`src/rtl/pb_wire_decoder.sv`:
```
// Protobuf wire-format parser: one record per field, with delimited payload bytes
// forwarded combinationally on a separate stream.
module pb_wire_decoder #(
    parameter int unsigned MAX_VARINT_BYTES = 10,
    parameter int unsigned MAX_KEY_BYTES    = 5
) (
    input  logic        clk,
    input  logic        rst_n,
    input  logic        in_valid,
    output logic        in_ready,
    input  logic [7:0]  in_data,
    input  logic        in_last,
    output logic        out_valid,
    input  logic        out_ready,
    output logic [28:0] out_field_num,
    output logic [2:0]  out_wire_type,
    output logic [63:0] out_value,
    output logic        out_last,
    output logic        pld_valid,
    input  logic        pld_ready,
    output logic [7:0]  pld_data,
    output logic        pld_last,
    output logic        pld_msg_last,
    output logic        err,
    output logic [1:0]  err_code
);

    typedef enum logic [2:0] {
        S_KEY, S_VARINT, S_FIXED, S_EMIT, S_PAYLOAD, S_ERROR
    } state_t;

    localparam logic [1:0] E_BAD_WT   = 2'd1;
    localparam logic [1:0] E_OVERFLOW = 2'd2;
    localparam logic [1:0] E_TRUNC    = 2'd3;

    state_t      state, state_nxt;
    logic [1:0]  code_nxt, err_code_q;
    logic [31:0] key_acc;
    logic [63:0] acc, cnt;
    logic [3:0]  n, fix_len;
    logic [28:0] field_q;
    logic [2:0]  wt_q;
    logic        last_q;

    logic        in_fire, more;
    logic [6:0]  grp;
    logic [5:0]  shamt;
    logic [31:0] key_full;
    logic [63:0] val_full;
    logic [2:0]  key_wt;
    logic [28:0] key_field;
    logic        bad_key;

    assign in_fire   = in_valid && in_ready;
    assign more      = in_data[7];
    assign grp       = in_data[6:0];
    assign shamt     = 6'({2'b00, n} * 6'd7);
    assign key_full  = key_acc | ({25'd0, grp} << shamt);
    assign val_full  = acc | ({57'd0, grp} << shamt);
    assign key_wt    = key_full[2:0];
    assign key_field = key_full[31:3];
    assign bad_key   = (key_field == '0) || (key_wt == 3'd3) || (key_wt == 3'd4)
                     || (key_wt == 3'd6) || (key_wt == 3'd7);

    always_ff @(posedge clk) begin
        if (!rst_n) state <= S_KEY;
        else        state <= state_nxt;
    end

    always_comb begin
        state_nxt = state;
        code_nxt  = err_code_q;
        unique case (state)
            S_KEY: if (in_fire) begin
                if (!more) begin
                    if (bad_key) begin
                        state_nxt = S_ERROR; code_nxt = E_BAD_WT;
                    end else if (in_last) begin
                        state_nxt = S_ERROR; code_nxt = E_TRUNC;
                    end else if (key_wt == 3'd1 || key_wt == 3'd5) begin
                        state_nxt = S_FIXED;
                    end else begin
                        state_nxt = S_VARINT;
                    end
                end else if (32'(n) == MAX_KEY_BYTES - 1) begin
                    state_nxt = S_ERROR; code_nxt = E_OVERFLOW;
                end else if (in_last) begin
                    state_nxt = S_ERROR; code_nxt = E_TRUNC;
                end
            end
            S_VARINT: if (in_fire) begin
                // Final allowed byte may only carry bit 63.
                if (32'(n) == MAX_VARINT_BYTES - 1 && (more || in_data[6:1] != '0)) begin
                    state_nxt = S_ERROR; code_nxt = E_OVERFLOW;
                end else if (!more) begin
                    if (in_last && wt_q == 3'd2 && val_full != '0) begin
                        state_nxt = S_ERROR; code_nxt = E_TRUNC;
                    end else begin
                        state_nxt = S_EMIT;
                    end
                end else if (in_last) begin
                    state_nxt = S_ERROR; code_nxt = E_TRUNC;
                end
            end
            S_FIXED: if (in_fire) begin
                if (n == fix_len - 4'd1) begin
                    state_nxt = S_EMIT;
                end else if (in_last) begin
                    state_nxt = S_ERROR; code_nxt = E_TRUNC;
                end
            end
            S_EMIT: if (out_ready) begin
                state_nxt = (wt_q == 3'd2 && acc != '0) ? S_PAYLOAD : S_KEY;
            end
            S_PAYLOAD: if (in_fire) begin
                if (cnt == 64'd1) begin
                    state_nxt = S_KEY;
                end else if (in_last) begin
                    state_nxt = S_ERROR; code_nxt = E_TRUNC;
                end
            end
            S_ERROR: state_nxt = S_ERROR;
            default: state_nxt = S_KEY;
        endcase
    end

    always_ff @(posedge clk) begin
        if (!rst_n) begin
            key_acc    <= '0;
            acc        <= '0;
            cnt        <= '0;
            n          <= '0;
            fix_len    <= '0;
            field_q    <= '0;
            wt_q       <= '0;
            last_q     <= 1'b0;
            err_code_q <= '0;
        end else begin
            if (state != S_ERROR && state_nxt == S_ERROR) err_code_q <= code_nxt;
            unique case (state)
                S_KEY: if (in_fire) begin
                    if (more) begin
                        key_acc <= key_full;
                        n       <= n + 4'd1;
                    end else begin
                        field_q <= key_field;
                        wt_q    <= key_wt;
                        fix_len <= (key_wt == 3'd1) ? 4'd8 : 4'd4;
                        key_acc <= '0;
                        acc     <= '0;
                        n       <= '0;
                    end
                end
                S_VARINT: if (in_fire) begin
                    acc <= val_full;
                    n   <= more ? n + 4'd1 : '0;
                    if (!more) last_q <= in_last;
                end
                S_FIXED: if (in_fire) begin
                    acc[{n[2:0], 3'b000} +: 8] <= in_data;
                    if (n == fix_len - 4'd1) begin
                        n      <= '0;
                        last_q <= in_last;
                    end else begin
                        n <= n + 4'd1;
                    end
                end
                S_EMIT:    if (out_ready) cnt <= acc;
                S_PAYLOAD: if (in_fire) cnt <= cnt - 64'd1;
                default: ;
            endcase
        end
    end

    always_comb begin
        in_ready      = 1'b1;
        out_valid     = 1'b0;
        out_field_num = '0;
        out_wire_type = '0;
        out_value     = '0;
        out_last      = 1'b0;
        pld_valid     = 1'b0;
        pld_data      = '0;
        pld_last      = 1'b0;
        pld_msg_last  = 1'b0;
        err           = 1'b0;
        err_code      = '0;
        unique case (state)
            S_EMIT: begin
                in_ready      = 1'b0;
                out_valid     = 1'b1;
                out_field_num = field_q;
                out_wire_type = wt_q;
                out_value     = acc;
                out_last      = last_q;
            end
            S_PAYLOAD: begin
                in_ready     = pld_ready;
                pld_valid    = in_valid;
                pld_data     = in_data;
                pld_last     = in_valid && (cnt == 64'd1);
                pld_msg_last = in_valid && (cnt == 64'd1) && in_last;
            end
            S_ERROR: begin
                err      = 1'b1;
                err_code = err_code_q;
            end
            default: ;
        endcase
    end

endmodule
```
`config.mk`:
```
export PLATFORM = sky130hd
export DESIGN_NAME = pb_wire_decoder
export DESIGN_NICKNAME = d
export VERILOG_FILES = /design/src/rtl/pb_wire_decoder.sv
export SDC_FILE = /design/constraint.sdc
export NUM_CORES = 1
export LEC_CHECK = 0
export ABC_AREA = 1
export ABC_CLOCK_PERIOD_IN_PS = 7700
export CAP_MARGIN = 25
export CELL_PAD_IN_SITES_DETAIL_PLACEMENT = 1
export CELL_PAD_IN_SITES_GLOBAL_PLACEMENT = 2
export CORE_MARGIN = 2
export CORE_UTILIZATION = 34
export DETAILED_ROUTE_END_ITERATION = 8
export GPL_TIMING_DRIVEN = 0
export HOLD_SLACK_MARGIN = 0.02
export PLACE_DENSITY_LB_ADDON = 0.05
export SYNTH_ARGS = -nofsm -noshare
export SYNTH_HDL_FRONTEND = slang
export SYNTH_SLANG_ARGS = --single-unit
```
`constraint.sdc`:
```
create_clock -name clk -period 7.7 [get_ports clk]
set_clock_uncertainty 0.2 [all_clocks]
set_input_delay 0.77 -clock clk [delete_from_list [all_inputs] [get_ports clk]]
set_output_delay 0.77 -clock clk [all_outputs]
set_load 0.02 [all_outputs]
```
Word level (Yosys, flattened, before mapping). Cells that the tools add are included.

Logic and storage cells: 149. Output and inout port bits: 113. Flip-flop bits (word level): 206.

Reduce and logical (&&, ||, !) cells: 32. Equal/unequal tests: 30. Shift operators: 4. Muxes and demuxes: 65. $add $sub $neg: 4. Multipliers: 1. Bitwise operators: 3.

Operators by type and width (number): $mux W64 (7); $pmux W64 S3 (1); $pmux W64 S2 (1); $reduce_bool A64 Y1 (2); $bwmux W64 (1); $eq A64 B1 Y1 const B (1); $or A64 B64 Y64 (1); $shift A8 B8 Y64 const A (1); $shiftx A8 B8 Y64 (1); $shl A7 B6 Y64 (1); $sub A64 B1 Y64 const B (1); $mux W3 (17); $mux W32 (1); $or A32 B32 Y32 (1); $shl A7 B6 Y32 (1); $mux W2 (15); $logic_not A29 Y1 (1); $mux W29 (1); $eq A3 B3 Y1 const B (7); $mux W4 (5); $ne A2 B2 Y1 const B (10); $pmux W3 S6 (1); $eq A3 B2 Y1 const B (4); $mux W1 (10); other kinds (28) (47).

Depth between registers and ports, before layout.
Depth in word-level cells: 15. Mapped depth: 27.

Worst setup path after synthesis. OpenSTA, ideal clock, no wires.

Path kind: flip-flop to flip-flop. Start point: register n[0]. End point: register err_code_q[0]. Stages on the path, launching flop included: 26. Setup time: 113 ps. Data arrival time: 3468 ps. Period minus slack after synthesis: 3781 ps. Slack: 3919 ps. Cell sequence: dfxtp_1 -> inv_1 -> buf_6 -> fa_1 -> inv_1 -> ha_1 -> inv_1 -> fa_1 -> buf_2 -> inv_1 -> clkbuf_1 -> o21ai_1 -> nand4_1 -> nand2_1 -> nor2_1 -> nand2_1 -> nor2_1 -> nand2_1 -> nor2_1 -> nand2_1 -> nand3_1 -> nand3_1 -> nand3_2 -> nand2_1 -> nand2_1 -> nor2_1.

Longest elaborated chain between the ends: 15. Elaborated cells between the ends (all ways): 48.

RTL lines: start: declaration (line 40) `logic [3:0] n, fix_len;`; start signal: assignment (line 144) `n <= n + 4'd1;`; start signal: assignment (line 156) `n <= more ? n + 4'd1 : '0;`; start signal: assignment (line 165) `n <= n + 4'd1;`; $mul A4 B3 Y6 (line 57) `assign shamt = 6'({2'b00, n} * 6'd7);`; $shl A7 B6 Y32 (line 58) `assign key_full = key_acc | ({25'd0, grp} << shamt);`; $or A32 B32 Y32 (line 58); $logic_not A29 Y1 or $eq A3 B2 Y1 (tied branches) (line 62) `assign bad_key = (key_field == '0) || (key_wt == 3'd3) || (key_wt == 3'd4)`; $logic_or A1 B1 Y1 (2 in a row) (line 62); $logic_or A1 B1 Y1 (2 in a row) (line 63) `|| (key_wt == 3'd6) || (key_wt == 3'd7);`; $mux W3 (line 76) `if (bad_key) begin`; $mux W3 (line 75) `if (!more) begin`; $mux W3 (line 74) `S_KEY: if (in_fire) begin`; $pmux W3 S6 (line 73) `unique case (state)`; $eq A3 B3 Y1 (line 139) `if (state != S_ERROR && state_nxt == S_ERROR) err_code_q <= code_nxt;`; $logic_and A1 B1 Y1 (line 139); $reduce_and A9 Y1 (no line); end signal: assignment (line 139); end: declaration (line 37) `logic [1:0] code_nxt, err_code_q;`.

Parallel ways exist; a longest one is shown, timed or not. The select of a mux whose other input is x is not followed. A chain may end at the register's enable or synchronous reset.

Worst setup path in the final report.
Start point: register cnt[40]. End point: output port pld_msg_last.

Longest elaborated chain between the ends: 4.

RTL lines: start: declaration (line 39) `logic [63:0] acc, cnt;`; start signal: assignment (line 169) `S_PAYLOAD: if (in_fire) cnt <= cnt - 64'd1;`; $eq A64 B1 Y1 (line 202) `pld_msg_last = in_valid && (cnt == 64'd1) && in_last;`; $logic_and A1 B1 Y1 (2 in a row) (line 202); $mux W1 (line 188) `unique case (state)`; end: declaration (line 23) `output logic pld_msg_last,`.

No other way between the ends.

==> impl_metrics.toml <==
[status]
status = "finished clean"

[timing]
rsz0062_at_grt = "no"
finalMaxSlewViolations = 0
tns_ns = 0
setup_viol = 0
worst_pin_slew_ns = 1.13
setup_slack_ns = 2.34
whs_ns = 0.253
fin_crit_sh_pct = 69.7
fin_crit_ns = 5.36
relSlewSlack_pct = 24.6
hold_viol = 0
fmax_ghz = 0.186

[clocking]
cts_tree = "yes"
post_cts_resized = 0
path_clk_slew_ns = 0.06
clockBufferDepth = 3
insertion_delay_ns = 0.57
cts_hold_buf = 0
cts_setup_buffers = 0
h-tree-depth = 1
clock_sinks = 204
cts_inserted_buffers = 27
root_buffer = "clkbuf_16"

[detailed_routing]
met2_length_um = 28100
routed_via_density = 5.65
drt-pass1-iter-count = 5
remaining_drc_errors = 0
drt_iter0_markers = 1299
postRouteWirelength_um = 67000
wl_met1_um = 31900
wl_per_cell_um = 23.5
ant_nets = 0
routed.top_layer = "met4"
via_count = 16100
route.met3.wl_um = 4820

[place]
place_congestion = 0.939
io_buffers = 122
dp.final_hpwl_um = 52100
pre_cts_ws_ns = 2.65

[yosys]
synth_cells = 2164
synthTopCellsByArea = "dfxtp_1 (30%), nand2_1 (11%), nor2_1 (9.4%), a21oi_1 (7.5%), o21ai_0 (7.0%)"
yosysWarnings = 0
synth_edf_count = 0
syn_nets = 2195
synth_common_cells = "nand2_1 (379), nor2_1 (338), inv_1 (248)"
synth_area_per_cell_um2 = 6.21
netlist-cell-type-count = 52
yosysMostFrequentCell = "nand2_1"
synthFlopType = "dfxtp_1"
yosysSeqAreaShare_pct = 30.4
async_reset_ff_share_pct = 0
synth_area_mm2 = 0.0134
yosysTopAreaCell = "dfxtp_1"
synth.top_cell.area_share_pct = 30.4
synth-seq-cells = 204

[critical_path]
crit_buf_inv = 2
startpoint_type = "flop"
critPathCapture = "pld_msg_last"
cp_max_fo = 4
startpoint = "cnt[40]"
ff2ff_path_depth = 25
crit_cells = 10
worstSetupPathType = "flop to output pin"
cpLargestDelayFamily = "simple AND/OR/NAND/NOR gates"
crit_path_frequent_cell = "or2_2"
r2r-start = "n[0]"
critPathMaxStageDelay_ns = 0.73
r2r-end = "err_code_q[0]"
path_cells = "or2_2 > nor2_1 > nand2_1 > inv_1 > nand3_1 > nor4_1 > nand4_1 > or2_2 > nor3_1 > clkdlybuf4s50_1"
end_kind = "output pin"
required_ns = 6.73
cp_data_arrival_time_ns = 4.39
critPathSlowestCell = "nor4_1"
rrSetupSlack_ns = 2.53

[global_routing]
antenna_found_initial = 0
grt_pass1_wl_um = 100000
grt_util_all_layers_pct = 32.0
overflow = 0
grt_max_degree = 13
grt_pass1_vias = 16000

[power]
finalPower_w = 0.00779
leakage_nw = 6.51
ir_drop_uv = 185
power.density_mw_per_mm2 = 479

[finish]
area_growth_pct = 21.1
drive_gt1_share_pct = 5.69
insertedDiodeCount = 0
register_area_mm2 = 0.00408
multi_input_area_mm2 = 0.00785
nets = 2347
fin_util_pct = 41.9
n_fill_cell = 5148

[die]
boundaryPins = 127
start_util_pct = 34.6
die_h_um = 203
dieArea_mm2 = 0.0411
coreArea_mm2 = 0.0388
die_x_um = 203
rows = 72

[worst_hold_path]
hp-class = "flop to flop"

[run]
cap_violations = 0
==> power by group <==
| group | switching, W | internal [W] | total (W) |
|---|---|---|---|
| Combinational | 0.00361 | 0.00134 | 0.00495 |
| Sequential | 0.000182 | 0.00128 | 0.00146 |
| Clock | 0.000531 | 0.000843 | 0.00137 |
| Total | 0.00433 | 0.00346 | 0.00779 |
==> cell type report <==
type	instances	area share, %
sequential	204	25.1
clock inverter	10	0.961
timing repair buffer	123	7.60
tap	518	3.98
buffer	125	3.26
clock buffer	39	4.86
multi-input combinational	1573	48.2
inverter	262	6.04
==> sequential cells by signal, summed over array words and instances (netlist names) <==
name and count:
acc 64, cnt 64, key_acc 32, field_q 29, n 4, state 3, wt_q 3, err_code_q 2
fix_len 2, last_q 1
==> routing by layer <==
layer  GRT usage (%)  up-vias
met4            10.2        0
met2            48.0      597
met5               0        -
li1                -     7533
met3            5.68      121
met1            46.4     7876
==> metrics by stage <==
| stage | std cells | instance area, um2 |
|---|---|---|
| after floorplan | 2164 | 13400 |
| after global placement | 2804 | 15300 |
| after detailed placement | 2804 | 15300 |
| after CTS | 2853 | 16300 |
| after global routing | 2854 | 16300 |
| final | 2854 | 16300 |
==> cells in the final DEF, fill, tap and decap left out, drive strengths merged, types with 5 or more instances in the layout <==
| cell type | instances |
|---|---|
| nor2 | 348 |
| clkdlybuf4s50 | 122 |
| o211ai | 11 |
| clkbuf | 121 |
| xor2 | 25 |
| dfxtp | 204 |
| nand3 | 97 |
| o22ai | 47 |
| a31oi | 57 |
| nor4 | 10 |
| buf | 44 |
| xnor2 | 21 |
| or2 | 12 |
| nand2 | 384 |
| a211oi | 35 |
| a221oi | 15 |
| nand4 | 57 |
| ha | 13 |
| clkinv | 5 |
| o21ai | 192 |
| nor3 | 26 |
| inv | 262 |
| a21oi | 206 |
==> worst min path at each step <==
stage,cells past startpoint,end,from
2_1_floorplan,2,key_acc[2],key_acc[2]
3_3_place_gp,2,key_acc[2],key_acc[2]
3_5_place_dp,2,key_acc[2],key_acc[2]
4_1_cts,2,key_acc[2],key_acc[2]
5_1_grt,2,key_acc[2],key_acc[2]
6_report,2,key_acc[2],key_acc[2]
==> worst reg2reg max path, stage by stage (launching register included) <==
cell and delay, ns:
dfxtp_1 0.42, inv_1 0.10, buf_6 0.16, fa_1 0.46, inv_1 0.07, ha_1 0.16, inv_1 0.06, fa_1 0.48
buf_2 0.18, inv_1 0.08, clkbuf_1 0.26, o21ai_1 0.60, nand4_1 0.56, nand2_1 0.22, nor2_1 0.07, nand2_1 0.07
nor2_1 0.05, nand2_1 0.10, nor2_1 0.06, nand2_1 0.12, nand2_1 0.09, a21oi_1 0.21, nand3_2 0.13, nand2_1 0.08
nand2_1 0.04, nor2_1 0.09
==> cells by family (layout without fill, tap and decap cells) <==
kind of cell	after synthesis	after routing	synth area share [%]
fa+ha+maj	17	17	1.81
simple gates	939	939	29.6
flops	204	204	30.4
compound gates	571	571	23.9
xor+xnor	46	46	3.05
buf+inv	387	559	11.3
Note: power is estimated with default switching activity, not from simulation.
